### config.mk
export PLATFORM = sky130hd
export DESIGN_NAME = video_memory_writer
export DESIGN_NICKNAME = d
export VERILOG_FILES = /design/src/rtl/video_memory_writer.sv
export SDC_FILE = /design/constraint.sdc
export NUM_CORES = 1
export LEC_CHECK = 0
export ABC_CLOCK_PERIOD_IN_PS = 2660
export CAP_MARGIN = 20
export CORE_ASPECT_RATIO = 2
export CORE_MARGIN = 3
export CORE_UTILIZATION = 50
export DETAILED_ROUTE_END_ITERATION = 8
export PLACE_DENSITY = 0.83
export SYNTH_ARGS = -nofsm -noshare
export SYNTH_HDL_FRONTEND = slang
export SYNTH_SLANG_ARGS = --single-unit
### constraint.sdc
create_clock -name Clock_25 -period 2.66 [get_ports Clock_25]
set_clock_uncertainty 0.1 [all_clocks]
set_input_delay 0.798 -clock Clock_25 [delete_from_list [all_inputs] [get_ports Clock_25]]
set_output_delay 0.798 -clock Clock_25 [all_outputs]
set_load 0.005 [all_outputs]
### src/rtl/video_memory_writer.sv
// Video RAM writer: full-screen clear after reset, then single-pixel and
// filled-rectangle commands written one pixel per clock in raster order.
module video_memory_writer #(
  parameter bit         CLEAR_ON_RESET = 1'b1,
  parameter logic [2:0] CLEAR_COLOR    = 3'd0
) (
  input  logic        Clock_25,
  input  logic        Reset,
  input  logic        iCmdValid,
  output logic        oCmdReady,
  input  logic        iCmdOp,
  input  logic [7:0]  iX0,
  input  logic [7:0]  iY0,
  input  logic [7:0]  iX1,
  input  logic [7:0]  iY1,
  input  logic [2:0]  iColor,
  output logic        oWriteEnable,
  output logic [15:0] oWriteAddress,
  output logic [2:0]  oWriteData,
  output logic        oBusy,
  output logic        oDone
);

  localparam int unsigned CW = 8;
  localparam int unsigned AW = 16;
  localparam int unsigned DW = 3;

  localparam logic [1:0] S_IDLE  = 2'd0;
  localparam logic [1:0] S_CLEAR = 2'd1;
  localparam logic [1:0] S_FILL  = 2'd2;
  localparam logic [1:0] S_DONE  = 2'd3;
  localparam logic [1:0] S_RESET = CLEAR_ON_RESET ? S_CLEAR : S_IDLE;

  logic [1:0]    state_q, state_d;
  logic [CW-1:0] x_q, x_d, y_q, y_d;
  logic [CW-1:0] xs_q, xs_d, xe_q, xe_d, ye_q, ye_d;
  logic [DW-1:0] color_q, color_d;
  logic          we_q, we_d;
  logic [AW-1:0] addr_q, addr_d;
  logic [DW-1:0] data_q, data_d;
  logic          done_q, done_d;

  logic [CW-1:0] cmd_xs, cmd_xe, cmd_ys, cmd_ye;

  // Corner normalisation of the incoming command
  always_comb begin
    cmd_xs = iX0;
    cmd_xe = iX0;
    cmd_ys = iY0;
    cmd_ye = iY0;
    if (iCmdOp) begin
      cmd_xs = (iX0 < iX1) ? iX0 : iX1;
      cmd_xe = (iX0 < iX1) ? iX1 : iX0;
      cmd_ys = (iY0 < iY1) ? iY0 : iY1;
      cmd_ye = (iY0 < iY1) ? iY1 : iY0;
    end
  end

  always_ff @(posedge Clock_25 or posedge Reset) begin
    if (Reset) begin
      state_q <= S_RESET;
      x_q     <= '0;
      y_q     <= '0;
      xs_q    <= '0;
      xe_q    <= '0;
      ye_q    <= '0;
      color_q <= '0;
      we_q    <= 1'b0;
      addr_q  <= '0;
      data_q  <= '0;
      done_q  <= 1'b0;
    end else begin
      state_q <= state_d;
      x_q     <= x_d;
      y_q     <= y_d;
      xs_q    <= xs_d;
      xe_q    <= xe_d;
      ye_q    <= ye_d;
      color_q <= color_d;
      we_q    <= we_d;
      addr_q  <= addr_d;
      data_q  <= data_d;
      done_q  <= done_d;
    end
  end

  // Next state; the write port registers hold the pixel for the coming cycle
  always_comb begin
    state_d = state_q;
    x_d     = x_q;
    y_d     = y_q;
    xs_d    = xs_q;
    xe_d    = xe_q;
    ye_d    = ye_q;
    color_d = color_q;
    we_d    = 1'b0;
    addr_d  = addr_q;
    data_d  = data_q;
    done_d  = 1'b0;
    case (state_q)
      S_IDLE: begin
        if (iCmdValid) begin
          xs_d    = cmd_xs;
          xe_d    = cmd_xe;
          ye_d    = cmd_ye;
          color_d = iColor;
          x_d     = cmd_xs;
          y_d     = cmd_ys;
          we_d    = 1'b1;
          addr_d  = {cmd_ys, cmd_xs};
          data_d  = iColor;
          state_d = S_FILL;
        end
      end
      S_CLEAR: begin
        // Exit once 0xFFFF has been presented; {y,x} is the next clear address
        if (we_q && (addr_q == 16'hFFFF)) begin
          state_d = S_IDLE;
        end else begin
          we_d       = 1'b1;
          addr_d     = {y_q, x_q};
          data_d     = CLEAR_COLOR;
          {y_d, x_d} = {y_q, x_q} + AW'(1);
        end
      end
      S_FILL: begin
        if ((x_q == xe_q) && (y_q == ye_q)) begin
          state_d = S_DONE;
          done_d  = 1'b1;
        end else begin
          if (x_q == xe_q) begin
            x_d = xs_q;
            y_d = y_q + CW'(1);
          end else begin
            x_d = x_q + CW'(1);
          end
          we_d   = 1'b1;
          addr_d = {y_d, x_d};
          data_d = color_q;
        end
      end
      S_DONE: begin
        state_d = S_IDLE;
      end
      default: begin
        state_d = S_IDLE;
      end
    endcase
  end

  assign oCmdReady     = (state_q == S_IDLE);
  assign oBusy         = (state_q != S_IDLE);
  assign oWriteEnable  = we_q;
  assign oWriteAddress = addr_q;
  assign oWriteData    = data_q;
  assign oDone         = done_q;

endmodule

After elaboration in Yosys (flattened, before gate mapping)
Index checks and enable logic that the tools add are counted.
- register bits: 66
- eq/ne operators: 11
- $lt $le $gt $ge: 2
- add/subtract/negate cells: 3
- muxes and demuxes: 36
- reduce and logical (&&, ||, !) cells: 8
- operators by type and width (cell ; number):
    $mux W8 ; 16
    $mux W16 ; 3
    $pmux W16 S3 ; 1
    $pmux W8 S3 ; 2
    $add A16 B1 Y16 const B ; 1
    $add A8 B1 Y8 const B ; 2
    $eq A16 B16 Y1 const B ; 1
    $eq A8 B8 Y1 ; 2
    $lt A8 B8 Y1 ; 2
    $ne A2 B2 Y1 const B ; 5
    $mux W3 ; 3
    $pmux W3 S3 ; 1
    $pmux W2 S4 ; 1
    $mux W2 ; 3
    $mux W1 ; 5
    $eq A2 B2 Y1 const B ; 2
    $reduce_and A4 Y1 ; 1
    $pmux W1 S3 ; 1
    $reduce_and A3 Y1 ; 1
    $reduce_bool A3 Y1 ; 1
    $eq A2 B1 Y1 const B ; 1
    $logic_and A1 B1 Y1 ; 2
    $logic_not A2 Y1 ; 1
    $reduce_and A2 Y1 ; 1
    $reduce_bool A2 Y1 ; 1

Longest topological paths before layout
- depth after elaboration: 5
- gate-level depth with buffers: 10
- depth with buffers taken out: 9

Worst setup path after synthesis
No wires, ideal clock.
- kind: in2reg
- start: in iX1[6]
- end: reg x_q[6]
- stages on the path: 10
- setup time: 0.118 ns
- slack: -0.084 ns
- buffers on the path: 1
- data arrival time: 2.526 ns
- cells stage by stage: inv_1 ha_1 a21o_1 a21oi_1 a21oi_1 a21oi_1 buf_2 mux2i_1 a211oi_1 a21o_1
- cells in the longest elaborated chain, start to end: 5
- RTL lines (what ; RTL line ; RTL):
    start, declared ; 14 ; input logic [7:0] iX1,
    $lt A8 B8 Y1 ; 52 ; cmd_xs = (iX0 < iX1) ? iX0 : iX1;
    $mux W8 * ; 52 ;
    $mux W8 * ; 51 ; if (iCmdOp) begin
    $mux W8 * ; 102 ; if (iCmdValid) begin
    $pmux W8 S3 * ; 100 ; case (state_q)
    end signal, assigned ; 62 ; x_q <= '0;
    end signal, assigned ; 74 ; x_q <= x_d;
    end, declared ; 35 ; logic [CW-1:0] x_q, x_d, y_q, y_d;
Every way passes the cells marked *; elsewhere a longest branch is shown, timed or not. The select of a mux whose other input is x is not followed.
A chain may end at the register's enable or synchronous reset.

Worst setup path after layout
- start: in iX1[3]
- end: reg xs_q[7]
- cells in the longest elaborated chain, start to end: 3
- RTL lines (what ; RTL line ; RTL):
    $lt A8 B8 Y1 ; 52 ;
    $mux W8 ; 52 ;
    $mux W8 ; 51 ;
    end signal, assigned ; 76 ; xs_q <= xs_d;
    end, declared ; 36 ; logic [CW-1:0] xs_q, xs_d, xe_q, xe_d, ye_q, ye_d;
Every way passes these cells.

==> qor.csv <==
metric,value,unit
run status,"complete, no violations",
mapped cell area,0.00464,mm^2
Routed Wire Length,15.3,mm
Comb power frac,0.561,
fraction of registers with async set/reset,1.00,
FP Rows,49,
Seq cells post-synth,66,
via/cell ratio,6.32,
Clock Latency Late Sink,0.34,ns
Worst Setup Start Kind,primary input,
Crit. End Element,register,
max_cap viols,0,
final slew viol count,0,
global-route wire length before repair,24.3,mm
ys flop type,dfrtp_1,
Synth warnings,0,
GRT Total Usage,0.302,
Psw,3.31,mW
CP Max Fanout,4,
"Slowest-stage cell, CP",clkdlybuf4s50_1,
final core occ,0.716,
share of cells above drive strength 1,0.254,
VDD IR-drop max,0.688,mV
Max Clk Rate,0.382,GHz
Sw Ratio,0.434,
CTS tree,done,
CP required,2.78,ns
"antenna viol nets, final",0,
Root Buffer,clkbuf_16,
critical path class,primary input to register,
die height,142,um
TritonCTS Buffers,9,
"Avg Cell Area, Syn",8.57,um^2
vias in the first global route,4916,
initial antenna violation count,0,
largest area contributor in the netlist,dfrtp_1,
Post-Synthesis Cells,542,
final hold viol count,0,
GRT overflow,0,
Initial Util,0.515,
placeable core area,0.00901,mm^2
clock-pin slew on the worst setup and hold paths,0.05,ns
Pleak,2.90,nW
Clock Power Share,0.171,
Die ar.,0.0105,mm^2
Worst EP arrival,2.74,ns
post-route clock period utilization,0.984,
Setup-failing EPs final,0,
Post-layout nets,720,
proportion of power drawn by flip-flops and latches,0.268,
register area share after synthesis,0.356,
Post-synth EDFFs,0,
die width,74.1,um
Period minus WS final,2.62,ns
I/O Pins,62,
GPL Wtd Cong,0.957,
Synth top area share,0.350,
PortBufs,61,
"top cells by area, synth","dfrtp_1 35%, a21oi_1 5.6%, o21ai_0 5.5%",
Placed Cells,739,
"non-filler cells, final",767,
final hold slack,0.387,ns
First DRT Iteration DRCs,647,
Via Count,4849,
clk buf depth,2,
multi-input logic area,0.00292,mm^2
htree depth,3,
Pwr Total,7.63,mW
Internal,4.32,mW
Fillers,665,
worst path cell trace,"clkdlybuf4s50_1, inv_1, ha_1, o21ai_2, o21bai_2, a21oi_4, buf_6, mux2_4, mux2_2",
DRT Pass-1 Iters,6,
Least-Margin Pin Slew,0.662,ns
"Distinct cells, synth",65,
synth-to-layout area growth,38.9,%
n_diodes,0,
pwr dens,1180,mW/mm^2
DRC Markers,0,
HP Class,register to register,
Slowest Stage Delay on Critical Path,0.49,ns
WL per Instance,20.0,um
largest net degree at the start of global routing,51,
register area,0.00165,mm^2
"top cells by count, synth","65 x dfrtp_1, 65 x nand2_1, 52 x a21oi_1",
dpl hpwl,10.7,mm
Max transition margin,0.557,
CTS sink cnt,66,
syn nets,601,
-- sequential cells by signal (all words and copies together) (netlist names) --
signal / flops
x_q: 8
state_q: 2
xs_q: 8
oWriteData: 3
ye_q: 8
oWriteAddress: 16
oWriteEnable: 1
y_q: 8
color_q: 3
xe_q: 8
oDone: 1
-- critical path, delay by kind of cell --
| kind | cells | cell delay [ns] |
|---|---|---|
| buffers and inverters | 3 | 0.68 |
| multiplexers | 2 | 0.58 |
| AO/OA/AOI/OAI | 3 | 0.42 |
| adder cells (fa/ha/maj) | 1 | 0.27 |
-- layout by cell type (no fill, tap or decap), types with 4 or more instances in the layout --
master	Yosys	routed
a211oi_2	1	4
a21o_1	5	5
a21oi_1	52	46
a21oi_2	2	6
a31oi_1	4	4
and3_1	9	9
buf_12	0	6
buf_4	2	74
buf_6	4	5
clkbuf_16	0	9
clkdlybuf4s50_1	0	34
dfrtp_1	65	65
dlygate4sd2_1	0	17
dlymetal6s2s_1	0	6
ha_1	20	12
ha_4	0	6
inv_1	28	19
inv_2	0	9
mux2_2	9	7
mux2i_1	20	16
mux2i_4	0	4
nand2_1	65	65
nand3_1	10	10
nand4_1	12	12
nor2_1	33	30
nor2_2	1	4
o211ai_1	7	7
o21ai_0	51	39
o21ai_1	9	18
o31ai_1	11	11
xnor2_1	15	15
xor2_1	10	10
-- power by group through the flow --
stage / Combinational (mW) / Clock [mW] / Sequential (mW)
5_1_grt: 4.64 / 1.35 / 2.10
6_report: 4.28 / 1.30 / 2.05
3_3_place_gp: 3.88 / 0 / 2.00
4_1_cts: 4.16 / 1.31 / 2.03
3_5_place_dp: 4.02 / 0 / 2.04
2_1_floorplan: 2.75 / 0 / 1.82
-- path summary, 6_finish.rpt --
path                         start       to  slack (ns)  cells after the start
min reg2reg                xs_q[1]  xs_q[1]        0.39                      2
min in group asynchronous    Reset  xs_q[0]        0.69                      2
max reg2reg                 x_q[0]   x_q[6]        0.15                      9
max                         iX1[3]  xs_q[7]        0.04                      9
max in group asynchronous    Reset   y_q[0]        1.26                      3
min                        xs_q[1]  xs_q[1]        0.39                      2
-- layer usage --
layer / track usage / part of all wire
met2: 0.527 / 0.53
met1: 0.335 / 0.35
met5: 0 / 0
met4: 0.179 / 0.059
met3: 0.0453 / 0.059
-- stage by stage --
| step | cell area (um^2) | setup slack, ns | TNS [ns] |
|---|---|---|---|
| after floorplan | 4650 | 0.0119 | 0 |
| after global placement | 5800 | -0.594 | -24.08 |
| after detailed placement | 5800 | -0.692 | -27.66 |
| after CTS | 6360 | -0.0500 | -0.185 |
| after global routing | 6450 | -0.0160 | -0.0385 |
| final | 6450 | 0.0434 | 0 |
-- final cells by class --
| cell class | count | area share |
|---|---|---|
| clock inverters | 2 | 0.00931 |
| repair buffers | 146 | 0.205 |
| multi-input cells | 410 | 0.453 |
| flip-flops and latches | 66 | 0.256 |
| well taps | 102 | 0.0198 |
| inverters | 28 | 0.0163 |
| clock buffers | 13 | 0.0404 |
-- timing repair --
| item | 4_1_cts | 5_1_grt |
|---|---|---|
| setup endpoints to repair | 49 | 45 |
| setup buffers | 12 | 1 |
| gates resized for setup | 68 | 30 |
| hold buffers | 0 | 0 |
| pin swaps | 23 | 12 |
-- kinds of logic after synthesis --
logic type	count (synthesis)	share of synthesized area
compound gates	183	0.247
simple gates	151	0.159
buf+inv	66	0.0649
flops	66	0.356
mux	29	0.0649
xor+xnor	27	0.0542
fa+ha+maj	20	0.0539
No activity file was read; power rests on OpenSTA's default activity.
